File: src/rtl/r88_stackseq.sv
// r88_stackseq: push/pop sequencer beside r88_regblock.
// One accepted start moves an 8-bit register or a 16-bit pair between the
// regblock and the stack. SP is read through intD, bytes move over the
// memory handshake, and the updated SP is written back on success.
module r88_stackseq #(
  parameter int unsigned TIMEOUT = 15
) (
  input  logic        sysClock,
  input  logic        sysResetN,
  input  logic        start,
  input  logic        opPop,
  input  logic        wide,
  input  logic [3:0]  srcSel,
  input  logic [7:0]  intDIn,
  output logic [7:0]  intDOut,
  output logic        intDOutEn,
  output logic [3:0]  regSel,
  output logic        regRead,
  output logic        regWrite,
  output logic [15:0] memAddr,
  output logic        memRead,
  output logic        memWrite,
  input  logic [7:0]  memDataIn,
  input  logic        memReady,
  output logic        busy,
  output logic        done,
  output logic        err
);

  localparam logic [3:0] S_IDLE    = 4'd0;
  localparam logic [3:0] S_LDSP_L1 = 4'd1;
  localparam logic [3:0] S_LDSP_L2 = 4'd2;
  localparam logic [3:0] S_LDSP_H1 = 4'd3;
  localparam logic [3:0] S_LDSP_H2 = 4'd4;
  localparam logic [3:0] S_PUSH_R1 = 4'd5;
  localparam logic [3:0] S_PUSH_R2 = 4'd6;
  localparam logic [3:0] S_PUSH_WR = 4'd7;
  localparam logic [3:0] S_POP_MEM = 4'd8;
  localparam logic [3:0] S_POP_WR  = 4'd9;
  localparam logic [3:0] S_WBSP_L  = 4'd10;
  localparam logic [3:0] S_WBSP_H  = 4'd11;
  localparam logic [3:0] S_DONE    = 4'd12;

  localparam logic [3:0] SEL_SPL = 4'd9;
  localparam logic [3:0] SEL_SPH = 4'd10;

  // Last permitted wait count: abort when this many waits have already elapsed.
  localparam logic [7:0] TO_LAST = 8'(TIMEOUT - 1);

  logic [3:0]  state;
  logic        op_pop;
  logic        is_wide;
  logic [3:0]  sel;
  logic        second;
  logic [15:0] ptr;
  logic [7:0]  data;
  logic [7:0]  wcnt;
  logic        err_q;
  logic        reject;
  logic [3:0]  t_sel;

  // Illegal request decode: bad pair base, SP itself, unknown codes, pop to 11.
  always_comb begin
    reject = 1'b0;
    if (wide && !(srcSel == 4'd3 || srcSel == 4'd5 || srcSel == 4'd7)) reject = 1'b1;
    if (srcSel == SEL_SPL || srcSel == SEL_SPH) reject = 1'b1;
    if (srcSel > 4'd11) reject = 1'b1;
    if (opPop && srcSel == 4'd11) reject = 1'b1;
  end

  // Current byte target: push takes the high half first, pop the low half first.
  always_comb begin
    t_sel = sel;
    if (is_wide && (op_pop ? second : !second)) t_sel = sel + 4'd1;
  end

  // Strobes and bus drive decoded purely from state so reset clears them at once.
  always_comb begin
    intDOut   = '0;
    intDOutEn = 1'b0;
    regSel    = '0;
    regRead   = 1'b0;
    regWrite  = 1'b0;
    memAddr   = '0;
    memRead   = 1'b0;
    memWrite  = 1'b0;
    done      = 1'b0;
    busy      = (state != S_IDLE);
    err       = err_q;
    case (state)
      S_LDSP_L1, S_LDSP_L2: begin
        regSel  = SEL_SPL;
        regRead = 1'b1;
      end
      S_LDSP_H1, S_LDSP_H2: begin
        regSel  = SEL_SPH;
        regRead = 1'b1;
      end
      S_PUSH_R1, S_PUSH_R2: begin
        regSel  = t_sel;
        regRead = 1'b1;
      end
      S_PUSH_WR: begin
        regSel   = t_sel;
        regRead  = 1'b1;
        memAddr  = ptr;
        memWrite = 1'b1;
      end
      S_POP_MEM: begin
        memAddr = ptr;
        memRead = 1'b1;
      end
      S_POP_WR: begin
        regSel    = t_sel;
        regWrite  = 1'b1;
        intDOutEn = 1'b1;
        intDOut   = data;
      end
      S_WBSP_L: begin
        regSel    = SEL_SPL;
        regWrite  = 1'b1;
        intDOutEn = 1'b1;
        intDOut   = ptr[7:0];
      end
      S_WBSP_H: begin
        regSel    = SEL_SPH;
        regWrite  = 1'b1;
        intDOutEn = 1'b1;
        intDOut   = ptr[15:8];
      end
      S_DONE: done = 1'b1;
      default: ;
    endcase
  end

  // Sequencer state, pointer arithmetic and per-byte wait/timeout tracking.
  always_ff @(posedge sysClock or negedge sysResetN) begin
    if (!sysResetN) begin
      state   <= S_IDLE;
      op_pop  <= 1'b0;
      is_wide <= 1'b0;
      sel     <= '0;
      second  <= 1'b0;
      ptr     <= '0;
      data    <= '0;
      wcnt    <= '0;
      err_q   <= 1'b0;
    end else begin
      err_q <= 1'b0;
      wcnt  <= '0;
      case (state)
        S_IDLE: begin
          if (start) begin
            if (reject) begin
              err_q <= 1'b1;
            end else begin
              op_pop  <= opPop;
              is_wide <= wide;
              sel     <= srcSel;
              second  <= 1'b0;
              state   <= S_LDSP_L1;
            end
          end
        end
        S_LDSP_L1: state <= S_LDSP_L2;
        S_LDSP_L2: begin
          ptr[7:0] <= intDIn;
          state    <= S_LDSP_H1;
        end
        S_LDSP_H1: state <= S_LDSP_H2;
        // Push pre-decrement is folded into the SP-high sample to save a cycle.
        S_LDSP_H2: begin
          if (op_pop) begin
            ptr   <= {intDIn, ptr[7:0]};
            state <= S_POP_MEM;
          end else begin
            ptr   <= {intDIn, ptr[7:0]} - 16'd1;
            state <= S_PUSH_R1;
          end
        end
        S_PUSH_R1: state <= S_PUSH_R2;
        S_PUSH_R2: begin
          data  <= intDIn;
          state <= S_PUSH_WR;
        end
        S_PUSH_WR: begin
          if (memReady) begin
            if (is_wide && !second) begin
              second <= 1'b1;
              ptr    <= ptr - 16'd1;
              state  <= S_PUSH_R1;
            end else begin
              state <= S_WBSP_L;
            end
          end else if (wcnt == TO_LAST) begin
            err_q <= 1'b1;
            state <= S_IDLE;
          end else begin
            wcnt <= wcnt + 8'd1;
          end
        end
        S_POP_MEM: begin
          if (memReady) begin
            data  <= memDataIn;
            ptr   <= ptr + 16'd1;
            state <= S_POP_WR;
          end else if (wcnt == TO_LAST) begin
            err_q <= 1'b1;
            state <= S_IDLE;
          end else begin
            wcnt <= wcnt + 8'd1;
          end
        end
        S_POP_WR: begin
          if (is_wide && !second) begin
            second <= 1'b1;
            state  <= S_POP_MEM;
          end else begin
            state <= S_WBSP_L;
          end
        end
        S_WBSP_L: state <= S_WBSP_H;
        S_WBSP_H: state <= S_DONE;
        S_DONE:   state <= S_IDLE;
        default:  state <= S_IDLE;
      endcase
    end
  end

endmodule

File: config.mk
export PLATFORM = sky130hd
export DESIGN_NAME = r88_stackseq
export DESIGN_NICKNAME = d
export VERILOG_FILES = /design/src/rtl/r88_stackseq.sv
export SDC_FILE = /design/constraint.sdc
export NUM_CORES = 1
export LEC_CHECK = 0
export CORE_MARGIN = 1
export CORE_UTILIZATION = 30
export DETAILED_ROUTE_END_ITERATION = 10
export DONT_BUFFER_PORTS = 1
export GPL_ROUTABILITY_DRIVEN = 0
export PLACE_DENSITY = 0.46
export SLEW_MARGIN = 5
export SYNTH_ARGS = -nofsm -noshare
export SYNTH_HDL_FRONTEND = slang
export SYNTH_SLANG_ARGS = --single-unit
export TNS_END_PERCENT = 30
File: constraint.sdc
create_clock -name sysClock -period 2.05 [get_ports sysClock]
set_input_delay 0.205 -clock sysClock [delete_from_list [all_inputs] [get_ports sysClock]]
set_output_delay 0.205 -clock sysClock [all_outputs]
set_load 0.005 [all_outputs]
Yosys cells after proc, flatten, opt, wreduce, memory -nomap -nowiden
Cells that the tools add are included.
Widths: inputs -> output; s select.

storage, ports and cells
  register bits after elaboration = 44
  logic and storage cells = 113

cells by class
  $add $sub $neg = 5
  order comparisons = 1
  equal/unequal tests = 25
  multiplexer cells = 44
  bitwise operators = 1
  reduce and logical (&&, ||, !) cells = 27

operators by type and width
  kind                   count
  $mux 16                5
  $pmux 4 s12            1
  $pmux 8 s3             2
  $eq 4x4->1 const B     8
  $mux 4                 8
  $mux 8                 4
  $pmux 8 s4             1
  $sub 16x1->16 const B  2
  $eq 4x3->1 const B     6
  $mux 1                 18
  $add 16x1->16 const B  1
  $pmux 8 s2             1
  $eq 4x2->1 const B     3
  $ne 2x2->1 const B     6
  $pmux 4 s3             1
  $reduce_or 3->1        3
  $add 8x1->8 const B    1
  $eq 8x4->1 const B     1
  $reduce_and 4->1       2
  $reduce_bool 4->1      2
  $reduce_or 7->1        1
  $reduce_bool 3->1      2
  $reduce_and 5->1       1
  $add 4x1->4 const B    1
  15 further kinds       22

Logic depth before layout (Yosys ltp)
Gate-level depths: netlist (run 1).

  depth in word-level cells = 12
  depth in mapped cells = 10
  mapped depth without buffers = 8

Least setup slack after synthesis (run 1)
No wires, ideal clock.

  path type = register to register
  start point = register ptr[0]
  end point = register ptr[14]
  setup time = 126 ps
  arrival = 2101 ps
  required time = 1924 ps
  setup slack = -177 ps
  cell stages (with the launch flop) = 9
  path buffers = 0
  cells stage by stage = dfrtp_1 -> inv_1 -> ha_1 -> nor4b_4 -> nand2_2 -> or3b_1 -> xor2_1 -> o22ai_1 -> a221o_1

between the ends
  longest elaborated chain between the ends = 4
  elaborated cells between the ends (all ways) = 8
  classes of those cells = 3 x add/sub; 5 x mux

ends and longest elaborated chain
  what                    line  RTL
  start, declared         55    logic [15:0] ptr;
  start signal, assigned  167   ptr[7:0] <= intDIn;
  start signal, assigned  174   ptr <= {intDIn, ptr[7:0]};
  start signal, assigned  177   ptr <= {intDIn, ptr[7:0]} - 16'd1;
  $sub 16x1->16           190   ptr <= ptr - 16'd1;
  $mux 16                 188   if (is_wide && !second) begin
  $mux 16                 187   if (memReady) begin
  $pmux 8 s3 *            151   case (state)

Mark *: on every way between the ends. The rest lies on a longest branch, timed or not. The select of a mux whose other input is x is not followed.
A chain may end at the register's enable or synchronous reset.

Final worst setup path (run 1)
Same ends and word-level chain as after synthesis.

==> impl_metrics.tcl, run 1 <==
set metrics [dict create \
    status "finished with violations" \
    violations "setup timing" \
    cp_data_arrival_time_ns 2.28 \
    power_density_nw_per_um2 1500 \
    root_buffer "clkbuf_16" \
    ir_worst_vdd_mv 0.554 \
    layoutNonFillerInstCount 647 \
    yosysSeqAreaShare 0.299 \
    grt_max_degree 45 \
    max_stage_delay_ns 0.41 \
    gr-total-overflow 0 \
    grt_usage 0.200 \
    clk_latency_ns 0.30 \
    clkSlewWorstSetupHoldPaths_ns 0.07 \
    numCtsBuffers 5 \
    synth_top_area_share 0.299 \
    antenna_cells 0 \
    io_pins 62 \
    drt_first_pass_iters 5 \
    post_drt_wl_per_cell_um 19.4 \
    synth_area_sq_um 3680 \
    end_kind "flop" \
    cts_tree "done" \
    die_h_um 113 \
    synth.distinct_cells 74 \
    vias_per_cell 5.52 \
    die_area_sq_um 12700 \
    layout-drive-gt1-share 0.290 \
    start_util 0.307 \
    crit_fanout 3 \
    hold_class "in2reg" \
    synth_area_leader_cell "dfrtp_1" \
    core_area_sq_um 12000 \
    num_vias 3572 \
    leakage_uw 0.00188 \
    avgSynthCellArea_sq_um 8.06 \
    drc 0 \
    drtIter0Drc 212 \
    dp_cells 625 \
    area_delta_synth_final_pct 26.2 \
    maxCapViolations 0 \
    slew_viol_final 0 \
    numPortBuffers 0 \
    timing.hold.ws_ns 0.0253 \
    clock_skew_ns 0.00781 \
    setup_ws_ns -0.0528 \
    required_ns 2.23 \
    synthTopCellsByArea "dfrtp_1 30%, nor2_1 6.0%, nand2_1 4.7%, o21ai_0 3.9%, mux2_2 3.7%" \
    syn_inst 457 \
    max_slew_margin 0.687 \
    cts_sinks 44 \
    path_buf_inv 1 \
    ant_nets 0 \
    yosysWarnings 0 \
    synth_nets 488 \
    period_share 1.03 \
    setup_viol 1 \
    grt_pass1_wl_mm 19.4 \
    rows 40 \
    synth_edf_count 0 \
    synthFlopType "dfrtp_1" \
    dpl.hpwl_mm 9.37 \
    grt_pass1_vias 3462 \
    routed_wl_mm 12.6 \
    htreeDepth 2 \
    tightest_slew_ns 0.466 \
    synth-seq-cells 44 \
    finalWorstPathRequiredPeriod_ns 2.10 \
    antenna_found_initial 0 \
    crit_type "reg2reg" \
    clockBufferDepth 2 \
    dp_slack_ns -0.176 \
    fmax_mhz 476 \
    worstSetupStartpointType "flop" \
    cp_top_family "simple AND/OR/NAND/NOR gates" \
    grt_setup_unrepaired "true" \
    p_total_uw 6990 \
    hold_viol 0 \
    path_cells "inv_2, ha_4, nor4b_4, nand2_2, or3b_1, xor2_1, o22ai_1, a221o_1" \
    synth-async-reset-ratio 1.00 \
    crit_slowest_cell "dfrtp_2" \
    fin_nets 530 \
    fp.dieW_um 113 \
]
[cells in the final DEF, fill, tap and decap left out, types with 3 or more instances in the layout]
master,count
a31oi_1,11
nor2b_1,3
mux2_2,12
a21oi_1,20
and3_1,4
xnor2_1,8
nor4_1,3
o21ai_1,7
nand4_1,3
a221o_1,5
buf_4,67
or3_1,3
buf_6,3
nand2b_1,4
nor4_4,4
inv_1,9
ha_1,4
a21oi_2,5
dfrtp_1,43
o221ai_1,4
xor2_1,13
o21ai_0,24
nand3_1,11
inv_2,3
nor2_1,57
and4_1,3
nor3_1,7
and2_1,17
a221oi_1,4
o22ai_1,5
nand2_1,45
a22oi_1,12
clkbuf_16,5
[report_power, final]
part | switching, uW | total [uW] | internal (uW)
sequential | 403 | 1630 | 1230
combinational | 2390 | 4390 | 2000
clock | 394 | 974 | 581
[logic make-up (layout without fill, tap and decap cells)]
kind of cell,count (synthesis),after routing,synth area share
AO/OA/AOI/OAI,127,127,0.236
XOR/XNOR,24,24,0.0570
adder cells (fa/ha/maj),5,5,0.0170
buffers and inverters,53,96,0.0737
flip-flops,44,44,0.299
multiplexers,12,12,0.0367
AND/OR/NAND/NOR,192,192,0.281
[routing by layer]
metal	global-route usage	up-vias	routed length [um]	part of all wire
li1	-	1733	-	-
met1	0.262	1681	5510	0.44
met2	0.322	134	5860	0.47
met3	0.0418	24	807	0.064
met4	0.0836	0	386	0.031
met5	0	-	0	0
[state kept, by name, indices dropped and copies added (netlist names)]
name and cells:
data 8, err 1, is_wide 1, op_pop 1, ptr 16, second 1
sel 4, state 4, wcnt 8
[cell usage after synthesis, drive strengths merged, types with 2 or more instances]
master	instances
nand4b	2
nor2b	5
or3	5
inv	13
nor2	59
a21boi	2
o211ai	2
or2	2
and2	18
xnor2	9
dfrtp	44
mux2	12
nand2	49
and3	4
clkbuf	15
a31oi	11
nand3	13
nand2b	5
o221ai	5
nor4b	2
o22ai	5
xor2	15
nor3	8
a22o	2
a211oi	2
nand3b	2
a221o	5
a21o	2
buf	25
o21ai	33
o32ai	2
a21oi	26
and4	3
a221oi	5
a22oi	12
a41oi	2
nor4	8
nand4	3
ha	5
[metrics by stage]
stage / instance area, sq um / setup TNS [ns] / utilization
2_1_floorplan: 3700 / -0.0763 / -
3_3_place_gp: 4140 / -0.309 / 0.345
3_5_place_dp: 4140 / -0.467 / 0.345
4_1_cts: 4410 / -0.0971 / 0.367
5_1_grt: 4650 / -0.319 / 0.387
6_report: 4650 / -0.0528 / 0.387
[path summary, 6_finish.rpt]
path                       startpoint      end  slack, ns  cells after the start
max reg2reg                    ptr[0]  ptr[14]      -0.05                      8
max in group asynchronous   sysResetN   ptr[0]       1.40                      2
min in group asynchronous   sysResetN  ptr[10]       0.40                      2
max                            ptr[0]  ptr[14]      -0.05                      8
min                          memReady      err       0.03                      1
min reg2reg                   wcnt[0]  wcnt[0]       0.51                      1
[layout make-up]
class,instances,area [sq um]
multi-input combinational,360,2510
tap,147,184
sequential,44,1100
inverter,13,51.3
clock buffer,5,125
clock inverter,3,46.3
fill,1238,7360
timing repair buffer,75,629
[what timing repair did]
| item | CTS | global route |
|---|---|---|
| buffers inserted | 0 | 14 |
| endpoints found under the hold margin | 44 | 0 |
| setup endpoints to repair | 28 | 34 |
| pin swaps | 1 | 14 |
| hold buffers | 2 | 0 |
| resized for setup | 13 | 34 |
(Power assumes the default switching activity.)
==> run 2: changes to the inputs <==
--- a/config.mk
+++ b/config.mk
@@ -5,7 +5,7 @@
 export SDC_FILE = /design/constraint.sdc
 export NUM_CORES = 1
 export LEC_CHECK = 0
-export CORE_MARGIN = 1
+export CORE_MARGIN = 2
 export CORE_UTILIZATION = 30
 export DETAILED_ROUTE_END_ITERATION = 10
 export DONT_BUFFER_PORTS = 1
==> run 2 against run 1 <==
  * Clock skew shrank 0.0017 ns
  * Hold slack is essentially flat
  * Combinational power shrank 4.8%
  * Sequential cell count is the same
  * Total power shrank 4.2%
  * Sequential share of layout area grew 0.74 points
  * Final area shrank 2.6%
  * The run still ends with setup timing left
  * Setup slack gained 0.014 ns
  * Routed wire length grew 0.96%
==> impl_metrics.tcl, run 2 (same netlist as run 1, synthesis figures left out) <==
set metrics [dict create \
    status "finished with violations" \
    violations "setup timing" \
    hold_class "in2reg" \
    clockBufferDepth 2 \
    ant_nets 0 \
    end_kind "flop" \
    worstReg2RegStart "op_pop" \
    num_vias 3637 \
    path_cells "or3_1, nor4_2, or3b_1, xor2_1, o22ai_1, a221o_1" \
    cp_data_arrival_time_ns 2.26 \
    slew_viol_final 0 \
    clkSlewWorstSetupHoldPaths_ns 0.07 \
    clock_skew_ns 0.00614 \
    die_h_um 115 \
    ir_worst_vdd_mv 0.539 \
    cp-endpoint "ptr[14]" \
    area_delta_synth_final_pct 22.9 \
    fmax_mhz 479 \
    dp_cells 630 \
    startpoint "op_pop" \
    root_buffer "clkbuf_16" \
    drtIter0Drc 275 \
    start_util 0.307 \
    power_density_nw_per_um2 1480 \
    antenna_found_initial 0 \
    antenna_cells 0 \
    setup_viol 1 \
    path_buf_inv 0 \
    grt_setup_unrepaired "true" \
    tightest_slew_ns 0.406 \
    grt_usage 0.196 \
    reg_top3 "ptr x16, data x8, wcnt x8" \
    regMostFlops "ptr" \
    cts_sinks 44 \
    hold_viol 0 \
    crit_slowest_cell "or3_1" \
    cp_top_family "simple AND/OR/NAND/NOR gates" \
    vias_per_cell 5.66 \
    r2r-end "ptr[14]" \
    numCtsBuffers 5 \
    io_pins 62 \
    final_common_cell "buf_4" \
    clk_latency_ns 0.29 \
    numPortBuffers 0 \
    drc 0 \
    layoutNonFillerInstCount 643 \
    grt_pass1_vias 3500 \
    fp.dieW_um 115 \
    r2r_cells 6 \
    dp_slack_ns -0.113 \
    reg2reg_setup_slack_ns -0.04 \
    finalWorstPathRequiredPeriod_ns 2.09 \
    drt_first_pass_iters 5 \
    max_slew_margin 0.726 \
    grt_max_degree 45 \
    period_share 1.02 \
    crit_fanout 2 \
    htreeDepth 2 \
    dpl.hpwl_mm 9.44 \
    leakage_uw 0.00183 \
    cts_tree "done" \
    crit_type "reg2reg" \
    critical_path_depth 6 \
    largest_register_ffs 16 \
    grt_pass1_wl_mm 19.8 \
    rows 40 \
    core_area_sq_um 12000 \
    maxCapViolations 0 \
    worstSetupStartpointType "flop" \
    setup_ws_ns -0.0386 \
    gr-total-overflow 0 \
    layout-drive-gt1-share 0.272 \
    routed_wl_mm 12.7 \
    post_drt_wl_per_cell_um 19.7 \
    layout_common_cells "66 x buf_4, 58 x nor2_1, 45 x nand2_1, 39 x dfrtp_1, 27 x o21ai_0" \
    fin_nets 526 \
    max_stage_delay_ns 0.41 \
    die_area_sq_um 13200 \
    required_ns 2.23 \
]
-- run 2: cell count changes in the layout (fill, tap and decap cells not counted), sizes merged --
cell | before | now
inv | 14 | 13
buf | 74 | 70
bufinv | 1 | 0
clkbuf | 5 | 7
-- run 2: routing by layer --
layer	share of wire	GRT usage	vias to the layer above
met1	0.45	0.266	1767
met5	0	0	-
met2	0.46	0.313	123
li1	-	-	1721
met3	0.057	0.0311	26
met4	0.034	0.0755	0
-- run 2: how the worst min path moves through the flow --
stage / startpoint / depth (start not counted) / slack [ns] / to
after floorplan: sysResetN / 0 / -0.09 / data[0]
after global placement: sysResetN / 0 / -0.09 / sel[2]
after detailed placement: sysResetN / 0 / -0.09 / sel[2]
after CTS: memReady / 1 / 0.02 / err
after global routing: memReady / 1 / 0.02 / err
final: memReady / 1 / 0.03 / err
-- run 2: where the power goes --
group          total, uW  switching (uW)  internal, uW
Combinational       4180            2310          1870
Sequential          1660             427          1240
Clock                855             368           487
-- run 2: area by class of cell --
class                      count  area [sq um]
clock inverter                 1          7.51
clock buffer                   7           143
inverter                      13          48.8
multi-input combinational    360          2460
sequential                    44          1110
timing repair buffer          71           576
fill                        1235          7480
tap                          147           184
-- run 2: what timing repair did --
action,CTS,global route
gates resized for setup,9,24
endpoints found under the hold margin,44,0
buffers inserted,0,4
setup endpoints to repair,29,36
cloned,0,0
hold buffers,2,0
pin swaps,2,11
-- run 2: through the flow --
step / total power (uW) / area (sq um) / TNS [ns] / hold slack (ns) / util
3_3_place_gp: 5490 / 4170 / -0.207 / -0.0897 / 0.347
4_1_cts: 6500 / 4390 / -0.0219 / 0.0199 / 0.365
6_report: 6700 / 4530 / -0.0386 / 0.0252 / 0.377
5_1_grt: 7230 / 4530 / -0.294 / 0.0179 / 0.377
3_5_place_dp: 5520 / 4170 / -0.240 / -0.0898 / 0.347
2_1_floorplan: 4180 / 3700 / -0.0763 / -0.0906 / -
-- run 2: worst register-to-register path, delay by kind of cell, from the launching register on --
family           cells  cell delay [ns]
AO/OA/AOI/OAI        2             0.42
AND/OR/NAND/NOR      3             0.98
flip-flops           1             0.40
XOR/XNOR             1             0.18
